==> src/rtl/dds_sweep_ctrl_if.sv <==
// Request/status bundle between a sweep requester (master) and dds_sweep_ctrl (slave).
interface dds_sweep_ctrl_if #(
    parameter int unsigned FTW_W   = 24,
    parameter int unsigned DWELL_W = 16
);
    logic               start;
    logic               abort;
    logic               mode;
    logic [FTW_W-1:0]   f_start;
    logic [FTW_W-1:0]   f_stop;
    logic [FTW_W-1:0]   f_step;
    logic [DWELL_W-1:0] dwell;
    logic [FTW_W-1:0]   ftw_out;
    logic               ftw_valid;
    logic               dds_en;
    logic               busy;
    logic               done;

    modport master (
        output start, abort, mode, f_start, f_stop, f_step, dwell,
        input  ftw_out, ftw_valid, dds_en, busy, done
    );

    modport slave (
        input  start, abort, mode, f_start, f_stop, f_step, dwell,
        output ftw_out, ftw_valid, dds_en, busy, done
    );
endinterface

==> src/rtl/dds_sweep_ctrl.sv <==
// DDS frequency-sweep sequencer: steps the tuning word from f_start to f_stop,
// holding each point for a programmable dwell, single-shot or sawtooth.
module dds_sweep_ctrl #(
    parameter int unsigned FTW_W   = 24,
    parameter int unsigned DWELL_W = 16
) (
    input  logic            clk,
    input  logic            rst,
    dds_sweep_ctrl_if.slave sweep
);
    typedef enum logic [2:0] {IDLE, LOAD, DWELL, STEP, FIN} state_t;

    state_t             state;
    logic [FTW_W-1:0]   s_start;
    logic [FTW_W-1:0]   s_stop;
    logic [FTW_W-1:0]   s_step;
    logic [DWELL_W-1:0] s_nm1;
    logic               s_mode;
    logic [DWELL_W-1:0] cnt;
    logic               last_q;
    logic [FTW_W-1:0]   ftw_q;
    logic               valid_q;
    logic               en_q;
    logic               busy_q;
    logic               done_q;

    logic [FTW_W:0]     sum_c;
    logic               step_last_c;
    logic               load_last_c;
    logic               single_c;
    state_t             expire_c;

    // Next point computed one bit wider so a carry out clamps to f_stop instead of wrapping.
    assign sum_c       = {1'b0, ftw_q} + {1'b0, s_step};
    assign step_last_c = sum_c[FTW_W] || (sum_c >= {1'b0, s_stop});
    assign load_last_c = (s_step == '0) || (s_start >= s_stop);
    assign single_c    = (s_nm1 == '0);
    assign expire_c    = s_mode ? LOAD : FIN;

    // LOAD/STEP/FIN each occupy the final cycle of the previous point so updates stay N apart.
    always_ff @(posedge clk or negedge rst) begin
        if (!rst) begin
            state   <= IDLE;
            s_start <= '0;
            s_stop  <= '0;
            s_step  <= '0;
            s_nm1   <= '0;
            s_mode  <= 1'b0;
            cnt     <= '0;
            last_q  <= 1'b0;
            ftw_q   <= '0;
            valid_q <= 1'b0;
            en_q    <= 1'b0;
            busy_q  <= 1'b0;
            done_q  <= 1'b0;
        end else begin
            valid_q <= 1'b0;
            done_q  <= 1'b0;
            if (sweep.abort && (state != IDLE)) begin
                state  <= IDLE;
                en_q   <= 1'b0;
                busy_q <= 1'b0;
            end else begin
                case (state)
                    IDLE: begin
                        // The done cycle is itself IDLE; a new request waits until it has passed.
                        if (sweep.start && !sweep.abort && !done_q) begin
                            s_start <= sweep.f_start;
                            s_stop  <= sweep.f_stop;
                            s_step  <= sweep.f_step;
                            s_mode  <= sweep.mode;
                            s_nm1   <= (sweep.dwell == '0) ? '0 : sweep.dwell - DWELL_W'(1);
                            state   <= LOAD;
                        end
                    end
                    LOAD: begin
                        ftw_q   <= s_start;
                        valid_q <= 1'b1;
                        en_q    <= 1'b1;
                        busy_q  <= 1'b1;
                        last_q  <= load_last_c;
                        cnt     <= s_nm1;
                        state   <= single_c ? (load_last_c ? expire_c : STEP) : DWELL;
                    end
                    DWELL: begin
                        if (cnt <= DWELL_W'(1)) begin
                            cnt   <= '0;
                            state <= last_q ? expire_c : STEP;
                        end else begin
                            cnt <= cnt - DWELL_W'(1);
                        end
                    end
                    STEP: begin
                        ftw_q   <= step_last_c ? s_stop : sum_c[FTW_W-1:0];
                        valid_q <= 1'b1;
                        last_q  <= step_last_c;
                        cnt     <= s_nm1;
                        state   <= single_c ? (step_last_c ? expire_c : STEP) : DWELL;
                    end
                    FIN: begin
                        done_q <= 1'b1;
                        en_q   <= 1'b0;
                        busy_q <= 1'b0;
                        state  <= IDLE;
                    end
                    default: state <= IDLE;
                endcase
            end
        end
    end

    assign sweep.ftw_out   = ftw_q;
    assign sweep.ftw_valid = valid_q;
    assign sweep.dds_en    = en_q;
    assign sweep.busy      = busy_q;
    assign sweep.done      = done_q;
endmodule

==> src/flat_wrapper.sv <==
// flat-port wrapper written by rule: the top's interface ports become plain ports
module dds_sweep_ctrl_flat 
#(
    parameter int unsigned FTW_W   = 24,
    parameter int unsigned DWELL_W = 16
)
  (clk, rst, sweep_start, sweep_abort, sweep_mode, sweep_f_start, sweep_f_stop, sweep_f_step, sweep_dwell, sweep_ftw_out, sweep_ftw_valid, sweep_dds_en, sweep_busy, sweep_done);
  dds_sweep_ctrl_if #(.FTW_W(FTW_W), .DWELL_W(DWELL_W)) sweep_i ();
  input  logic clk;
  input  logic rst;
  input wire logic [$bits(sweep_i.start)-1:0] sweep_start;
  input wire logic [$bits(sweep_i.abort)-1:0] sweep_abort;
  input wire logic [$bits(sweep_i.mode)-1:0] sweep_mode;
  input wire logic [$bits(sweep_i.f_start)-1:0] sweep_f_start;
  input wire logic [$bits(sweep_i.f_stop)-1:0] sweep_f_stop;
  input wire logic [$bits(sweep_i.f_step)-1:0] sweep_f_step;
  input wire logic [$bits(sweep_i.dwell)-1:0] sweep_dwell;
  output wire logic [$bits(sweep_i.ftw_out)-1:0] sweep_ftw_out;
  output wire logic [$bits(sweep_i.ftw_valid)-1:0] sweep_ftw_valid;
  output wire logic [$bits(sweep_i.dds_en)-1:0] sweep_dds_en;
  output wire logic [$bits(sweep_i.busy)-1:0] sweep_busy;
  output wire logic [$bits(sweep_i.done)-1:0] sweep_done;
  assign sweep_i.start = sweep_start;
  assign sweep_i.abort = sweep_abort;
  assign sweep_i.mode = sweep_mode;
  assign sweep_i.f_start = sweep_f_start;
  assign sweep_i.f_stop = sweep_f_stop;
  assign sweep_i.f_step = sweep_f_step;
  assign sweep_i.dwell = sweep_dwell;
  assign sweep_ftw_out = sweep_i.ftw_out;
  assign sweep_ftw_valid = sweep_i.ftw_valid;
  assign sweep_dds_en = sweep_i.dds_en;
  assign sweep_busy = sweep_i.busy;
  assign sweep_done = sweep_i.done;
  dds_sweep_ctrl #(.FTW_W(FTW_W), .DWELL_W(DWELL_W)) u_core (.clk(clk), .rst(rst), .sweep(sweep_i));
endmodule
==> config.mk <==
export PLATFORM = sky130hd
export DESIGN_NAME = dds_sweep_ctrl_flat
export DESIGN_NICKNAME = d
export VERILOG_FILES = /design/src/rtl/dds_sweep_ctrl_if.sv /design/src/rtl/dds_sweep_ctrl.sv /design/src/flat_wrapper.sv
export SDC_FILE = /design/constraint.sdc
export NUM_CORES = 1
export LEC_CHECK = 0
export ABC_CLOCK_PERIOD_IN_PS = 4050
export CORE_UTILIZATION = 50
export CTS_CLUSTER_DIAMETER = 30
export DETAILED_ROUTE_END_ITERATION = 10
export PLACE_DENSITY = 0.81
export SYNTH_ARGS = -nofsm -noshare
export SYNTH_HDL_FRONTEND = slang
export SYNTH_SLANG_ARGS = --single-unit
==> constraint.sdc <==
create_clock -name clk -period 4.05 [get_ports clk]
set_clock_uncertainty 0.15 [all_clocks]
set_input_delay 0.81 -clock clk [delete_from_list [all_inputs] [get_ports clk]]
set_output_delay 0.81 -clock clk [all_outputs]
set_load 0.01 [all_outputs]
After elaboration in Yosys (flattened, before gate mapping)
Cells that the tools add are included.

operators by class
  $add $sub $neg = 3
  multipliers = 0
  divide/modulo/power cells = 0
  order comparisons = 3
  equal/unequal tests = 6
  shift operators = 0
  multiplexer cells = 22
  bitwise operators = 1
  reduce and logical (&&, ||, !) cells = 20

operator list
  operator               number
  $pmux 24 s2            1
  $logic_not 16->1       2
  $mux 16                2
  $pmux 16 s2            1
  $sub 16x1->16 const B  2
  $mux 3                 9
  $add 24x24->25         1
  $ge 25x24->1           1
  $ge 24x24->1           1
  $logic_not 24->1       1
  $mux 24                1
  $le 16x1->1 const B    1
  $pmux 3 s4             1
  $eq 3x2->1 const B     2
  $ne 3x1->1 const B     2
  $reduce_and 2->1       3
  $reduce_bool 3->1      2
  $mux 1                 5
  $pmux 1 s2             2
  $reduce_bool 2->1      2
  $eq 3x1->1 const B     1
  $eq 3x3->1 const B     1
  $logic_and 1x1->1      3
  $logic_not 3->1        1
  other kinds (5)        7

storage, ports and cells
  bits in registers = 136
  latch bits = 0
  memory bits (writable) = 0
  memory bits (read-only) = 0
  input port bits = 93
  output and inout port bits = 28
  word-level logic and storage cells = 67
  memories kept = 0

Depth between registers and ports, before layout
Gate-level depths: netlist of run 1.

  depth in word-level cells = 7
  depth in mapped cells = 20
  mapped depth without buffers = 18

Least setup slack after synthesis of run 1
Ideal clock, no wire load.

  path kind = register to register
  from = register u_core.ftw_q[0] (netlist: u_core.sweep.ftw_out[0])
  to = register u_core.ftw_q[14] (netlist: u_core.sweep.ftw_out[14])
  library setup time = 0.066 ns
  data arrival time = 4.133 ns
  data required time = 3.834 ns
  slack = -0.299 ns
  cell stages (with the launch flop) = 21
  buffers on the path = 2
  clock period less this slack = 4.349 ns
  path through = dfrtp_1 > ha_1 > fa_1 > a211oi_1 > o21ai_2 > nand2_2 > o21bai_1 > a21o_1 > a21oi_1 > xnor2_1 > ha_1 > nand3_1 > nor2_1 > nand2_1 > or4_1 > and3_1 > and3_1 > buf_6 > buf_6 > o311ai_1 > a31o_1

between the ends
  cells in the longest elaborated chain, start to end = 5

ends and longest elaborated chain
  item                    line                  text
  start, declared         dds_sweep_ctrl.sv:21  logic [FTW_W-1:0] ftw_q;
  start signal, assigned  dds_sweep_ctrl.sv:77  ftw_q <= s_start;
  start signal, assigned  dds_sweep_ctrl.sv:94  ftw_q <= step_last_c ? s_stop : sum_c[FTW_W-1:0];
  $add 24x24->25 *        dds_sweep_ctrl.sv:34  assign sum_c = {1'b0, ftw_q} + {1'b0, s_step};
  $ge 25x24->1            dds_sweep_ctrl.sv:35  assign step_last_c = sum_c[FTW_W] || (sum_c >= {1'b0, s_stop});
  $logic_or 1x1->1        dds_sweep_ctrl.sv:35
  $mux 24 *               dds_sweep_ctrl.sv:94
  $pmux 24 s2 *           dds_sweep_ctrl.sv:64  case (state)

Every way passes the cells marked *; elsewhere a longest branch is shown, timed or not.
A chain may end at the register's enable or synchronous reset.

Final worst setup path of run 1
  from = register u_core.s_step[10]
  to = register u_core.ftw_q[13] (netlist: u_core.sweep.ftw_out[13])

between the ends
  cells in the longest elaborated chain, start to end = 5

ends and longest elaborated chain
  item                    line                  text
  start, declared         dds_sweep_ctrl.sv:16  logic [FTW_W-1:0] s_step;
  start signal, assigned  dds_sweep_ctrl.sv:70  s_step <= sweep.f_step;
  $add 24x24->25 *        dds_sweep_ctrl.sv:34
  $ge 25x24->1            dds_sweep_ctrl.sv:35
  $logic_or 1x1->1        dds_sweep_ctrl.sv:35
  $mux 24 *               dds_sweep_ctrl.sv:94
  $pmux 24 s2 *           dds_sweep_ctrl.sv:64

Marks and branches as above.

==> flow_metrics.tcl, run 1 <==
set metrics [dict create \
    synth_area_sq_mm 0.00863 \
    avgSynthCellArea_sq_um 9.71 \
    wire_per_inst_um 20.1 \
    post-route-min-period_ns 4.44 \
    synth_edf_count 0 \
    crit_slowest_cell "o31ai_4" \
    maxCapViolations 0 \
    async_reset_ff_frac 1.00 \
    die_w_um 133 \
    hold_viol_final 0 \
    arrival_ns 4.65 \
    grt_first_pass_wirelength_mm 40.3 \
    yosys.cell_types.count 62 \
    initial_utilization 0.517 \
    routed_wl_mm 26.7 \
    drv_slew 0 \
    viasPerCell 6.16 \
    synth_ff_type "dfrtp_1" \
    cts_tree "built" \
    cp_cell_sequence "ha_1 -> buf_4 -> nand4_1 -> o31ai_4 -> a31oi_4 -> xnor2_2 -> ha_1 -> nand4_1 -> nor2_1 -> nand2_1 -> or4_1 -> and3_4 -> and3_4 -> buf_12 -> o311ai_4 -> a31o_1" \
    failed_checks "setup timing" \
    drt-initial-drc-count 703 \
    nets 1265 \
    hold_path_class "in -> async" \
    drtPass1Iterations 5 \
    max_stage_delay_ns 0.49 \
    cts_max_path_buffers 2 \
    grt_pass1_vias 7916 \
    vias 8187 \
    yosysSeqAreaShare 0.394 \
    top_level_ports 121 \
    worstSetupPathType "reg -> reg" \
    setup_viol_count_final 28 \
    status "complete, but fails checks" \
    dp_slack_ns -0.356 \
    antennaDiodeCount 0 \
    syn_inst 889 \
    route.detailed.drc 0 \
    grt_max_degree 72 \
    dp_hpwl_mm 17.6 \
    io_buffers 120 \
    min_period_over_period 1.10 \
    syn_to_final_growth_pct 38.2 \
    crit_required_ns 4.26 \
    clkLatencyLatePin_ns 0.43 \
    fmax_mhz 225 \
    synth_fp_nets 1058 \
    crit_path_end_kind "flip-flop" \
    multi_input_area_sq_mm 0.00531 \
    synth-seq-cells 136 \
    die_height_um 133 \
    yosys_warnings 0 \
    clk_pin_slew_ns 0.06 \
    rows 47 \
    antenna_found_initial 0 \
    cts.sinks 136 \
    cts_made_buffers 17 \
    htree_levels 4 \
    whs_ns 0.232 \
    rsz0062_at_grt "yes" \
    setup_ws_ns -0.388 \
    drive_gt1_frac 0.245 \
    grt_remaining_overflow 0 \
    ant_nets 0 \
    coreArea_sq_mm 0.0167 \
    worstMarginPinSlew_ns 1.11 \
    slew-limit-headroom 0.257 \
    grtUsageTotal 0.290 \
    gp_congestion 0.916 \
    fillCellCount 1142 \
    cp_max_fo 6 \
    regArea_sq_mm 0.00340 \
    design.die.area_sq_mm 0.0178 \
    cts_root_buf "clkbuf_16" \
    crit_path_start_kind "flip-flop" \
]
-- cells by family after synthesis --
logic type | synth area share
compound gates | 0.181
buf+inv | 0.0396
mux | 0.116
xor+xnor | 0.0274
simple gates | 0.131
fa+ha+maj | 0.111
flops | 0.394
-- area by class of cell --
| type | instances | area share |
|---|---|---|
| clock buffer | 20 | 0.0374 |
| multi-input combinational | 671 | 0.445 |
| sequential | 136 | 0.285 |
| tap | 220 | 0.0231 |
| clock inverter | 12 | 0.0185 |
| inverter | 44 | 0.0138 |
| timing repair buffer | 226 | 0.177 |
-- worst max-delay path, delay by kind of cell (launching register included) --
family,cells,cell delay [ns]
AND/OR/NAND/NOR,7,1.50
AO/OA/AOI/OAI,4,1.09
adder cells (fa/ha/maj),2,0.70
flip-flops,1,0.42
buffers and inverters,2,0.32
XOR/XNOR,1,0.18
-- state kept, by name, summed over array words and instances, names as in the netlist, 3 cells and up --
register / cells
u_core.s_stop: 24
u_core.state: 3
u_core.sweep.ftw_out: 24
u_core.s_step: 24
u_core.s_start: 24
u_core.cnt: 16
u_core.s_nm1: 16
-- timing repair --
item                                    4_1_cts  5_1_grt
setup buffers                                 7       19
cloned                                        1        2
pin swaps                                     9       36
endpoints found under the setup margin       28       28
resized for setup                            29       35
hold buffers                                  0        0
-- metrics by stage --
stage / utilization / setup TNS (ns) / area (sq um) / cells
finish: 0.714 / -8.17 / 11900 / 1329
global route: 0.714 / -11.22 / 11900 / 1329
CTS: 0.691 / -5.43 / 11500 / 1308
detailed placement: 0.636 / -8.09 / 10600 / 1268
global placement: 0.636 / -5.07 / 10600 / 1268
floorplan: - / 0 / 8710 / 889
-- worst paths after layout --
path | start | endpoint | slack (ns) | depth (start not counted)
worst max-delay path | u_core.s_step[10] | u_core.sweep.ftw_out[13] | -0.39 | 16
worst min-delay path | rst | u_core.s_stop[11] | 0.23 | 1
worst max register to register | u_core.s_step[10] | u_core.sweep.ftw_out[13] | -0.39 | 16
worst min register to register | u_core.s_stop[19] | u_core.s_stop[19] | 0.36 | 1
max in group asynchronous | rst | u_core.s_step[18] | 2.70 | 2
min in group clk | u_core.s_stop[19] | u_core.s_stop[19] | 0.36 | 1
-- cell usage after synthesis, drive strengths merged, types with 3 or more instances --
cell type | instances | area share
nand2b | 7 | 0.0051
a21oi | 69 | 0.040
nor4 | 21 | 0.016
xor2 | 8 | 0.0081
o311ai | 9 | 0.0091
o21bai | 8 | 0.0070
mux2 | 73 | 0.095
and3 | 8 | 0.0058
nor2 | 56 | 0.024
a31oi | 6 | 0.0043
inv | 43 | 0.019
nand2 | 53 | 0.023
dfrtp | 136 | 0.39
a32oi | 5 | 0.0051
nand3 | 22 | 0.013
and2 | 5 | 0.0036
and4 | 3 | 0.0030
o21ai | 68 | 0.040
nor3 | 20 | 0.012
a22oi | 6 | 0.0052
o211ai | 5 | 0.0043
or4 | 3 | 0.0026
xnor2 | 19 | 0.019
ha | 75 | 0.11
clkbuf | 27 | 0.012
nand4 | 13 | 0.0094
a21o | 12 | 0.010
a31o | 7 | 0.0071
mux2i | 18 | 0.021
o31ai | 4 | 0.0051
o21a | 4 | 0.0035
nor2b | 6 | 0.0043
buf | 11 | 0.0087
or3 | 5 | 0.0036
o22ai | 17 | 0.012
a211oi | 15 | 0.013
o2111ai | 3 | 0.0030
-- cells in the final DEF, fill, tap and decap left out, drive strengths merged, types with 7 or more instances in the layout --
master	instances
nor2	56
a21o	12
a21oi	69
mux2	73
nand2b	7
clkbuf	22
mux2i	18
a31o	7
nor4	21
dfrtp	136
nand3	22
ha	75
xor2	8
o21bai	8
nand2	53
xnor2	19
buf	105
nand4	13
o22ai	17
a211oi	15
o311ai	9
nor3	20
inv	44
and3	8
o21ai	68
clkdlybuf4s50	119
-- routing by layer --
layer / global-route usage / vias to the layer above / wire [um]
li1: - / 3727 / -
met1: 0.361 / 3965 / 10900
met2: 0.481 / 392 / 12900
met3: 0.0658 / 103 / 1760
met4: 0.126 / 0 / 1170
met5: 0 / - / 0
Power of run 1 is not shown: default switching activity piles up to over one toggle a cycle in this logic, so the estimate is an artifact.
==> run 2, diff against run 1 <==
--- a/config.mk
+++ b/config.mk
@@ -9,7 +9,7 @@
 export CORE_UTILIZATION = 50
 export CTS_CLUSTER_DIAMETER = 30
 export DETAILED_ROUTE_END_ITERATION = 10
-export PLACE_DENSITY = 0.81
+export PLACE_DENSITY = 0.77
 export SYNTH_ARGS = -nofsm -noshare
 export SYNTH_HDL_FRONTEND = slang
 export SYNTH_SLANG_ARGS = --single-unit
==> flow_metrics.tcl, run 2 (synthesis gave the netlist of run 1 again) <==
set metrics [dict create \
    status "complete, but fails checks" \
    failed_checks "setup timing" \
    critical-path-top-delay-family "compound AO/OA/AOI/OAI gates" \
    routed_wl_mm 26.0 \
    worstSetupPathType "reg -> reg" \
    top_usage_layer "met2" \
    cts_tree "built" \
    cp_cell_sequence "ha_1 -> a21oi_1 -> o21ai_0 -> a22oi_2 -> o31ai_4 -> a311o_1 -> o211ai_1 -> ha_1 -> a211oi_2 -> o21ai_1 -> o311ai_2 -> and3_4 -> buf_8 -> mux2i_1 -> o22ai_1" \
    antennaDiodeCount 0 \
    setup_tns_ns -6.73 \
    io_buffers 120 \
    drtPass1Iterations 8 \
    path_common_cell "ha_1" \
    stdcell_area_sq_mm 0.0118 \
    cts_made_buffers 17 \
    rows 47 \
    cts_max_path_buffers 2 \
    slew-limit-headroom 0.214 \
    initial_utilization 0.517 \
    hold_path_class "in -> async" \
    groute.layer.met1.usage 0.360 \
    nets 1256 \
    grt_pass1_vias 7723 \
    post-route-min-period_ns 4.36 \
    dp_hpwl_mm 17.5 \
    cts_hold_buf 0 \
    arrival_ns 4.48 \
    grt_max_degree 78 \
    placed_area_sq_mm 0.0106 \
    grtUsageTotal 0.286 \
    fin_util 0.705 \
    setup_viol_count_final 28 \
    rsz0062_at_grt "yes" \
    crit_slowest_cell "dfrtp_1" \
    final_common_cell "dfrtp_1" \
    wire_per_inst_um 19.7 \
    fmax_mhz 229 \
    htree_levels 4 \
    grt_first_pass_wirelength_mm 39.5 \
    use_met3 0.0613 \
    final_cell_mix "dfrtp_1, clkdlybuf4s50_1, buf_4, mux2_2, ha_1" \
    maxCapViolations 0 \
    route.detailed.drc 0 \
    antenna_found_initial 0 \
    setup_ws_ns -0.311 \
    crit_start "u_core.sweep.ftw_out[9]" \
    cts.sinks 136 \
    clk_pin_slew_ns 0.06 \
    worst-path-buf-inv 1 \
    die_w_um 133 \
    drt-initial-drc-count 590 \
    crit_path_start_kind "flip-flop" \
    hold_viol_final 0 \
    placed_cells 1270 \
    drv_slew 0 \
    viasPerCell 6.12 \
    layoutNonFillerInstCount 1320 \
    grt_use_met2 0.472 \
    cp_max_fo 6 \
    drive_gt1_frac 0.235 \
    max_stage_delay_ns 0.40 \
    crit_path_end_kind "flip-flop" \
    reg2reg_from "u_core.sweep.ftw_out[9]" \
    top_level_ports 121 \
    worstMarginPinSlew_ns 1.18 \
    grt_remaining_overflow 0 \
    vias 8072 \
    cts_root_buf "clkbuf_16" \
    syn_to_final_growth_pct 36.4 \
    fillCellCount 1190 \
    coreArea_sq_mm 0.0167 \
    min_period_over_period 1.08 \
    design.die.area_sq_mm 0.0178 \
    ant_nets 0 \
    crit_required_ns 4.17 \
    gp_congestion 0.916 \
    die_height_um 133 \
    clkLatencyLatePin_ns 0.43 \
]
==> run 2: final cells by class <==
class	instances	area [sq um]	share of cell area
multi-input combinational	671	5320	0.452
sequential	136	3400	0.289
timing repair buffer	217	2020	0.172
clock buffer	19	443	0.0376
tap	220	275	0.0234
inverter	44	165	0.0140
clock inverter	13	144	0.0122
==> run 2: worst paths after layout <==
kind | to | slack [ns] | depth (start not counted)
hold / removal | u_core.cnt[2] | 0.27 | 1
min in group clk | u_core.s_stop[11] | 0.36 | 1
setup reg to reg | u_core.sweep.ftw_out[3] | -0.31 | 15
max in group asynchronous | u_core.s_start[4] | 2.70 | 2
hold reg to reg | u_core.s_stop[11] | 0.36 | 1
setup / recovery | u_core.sweep.ftw_out[3] | -0.31 | 15
==> run 2: layer usage <==
metal	vias up	part of all wire
met5	-	0
met4	0	0.035
met3	73	0.073
met2	382	0.50
met1	3912	0.40
li1	3705	-
==> run 2: repair_timing <==
item	CTS	global route
hold endpoints to repair	0	0
setup buffers	8	10
endpoints found under the setup margin	28	28
gates cloned	0	1
gates resized for setup	28	36
pin swaps	19	28
==> run 2: stage by stage <==
stage | hold WS [ns] | worst slack, ns
global placement | 0.334 | -0.254
finish | 0.268 | -0.311
floorplan | 0.310 | 0.0359
global route | 0.324 | -0.479
detailed placement | 0.340 | -0.325
CTS | 0.292 | -0.196
Power of run 2 is left out for the same reason.
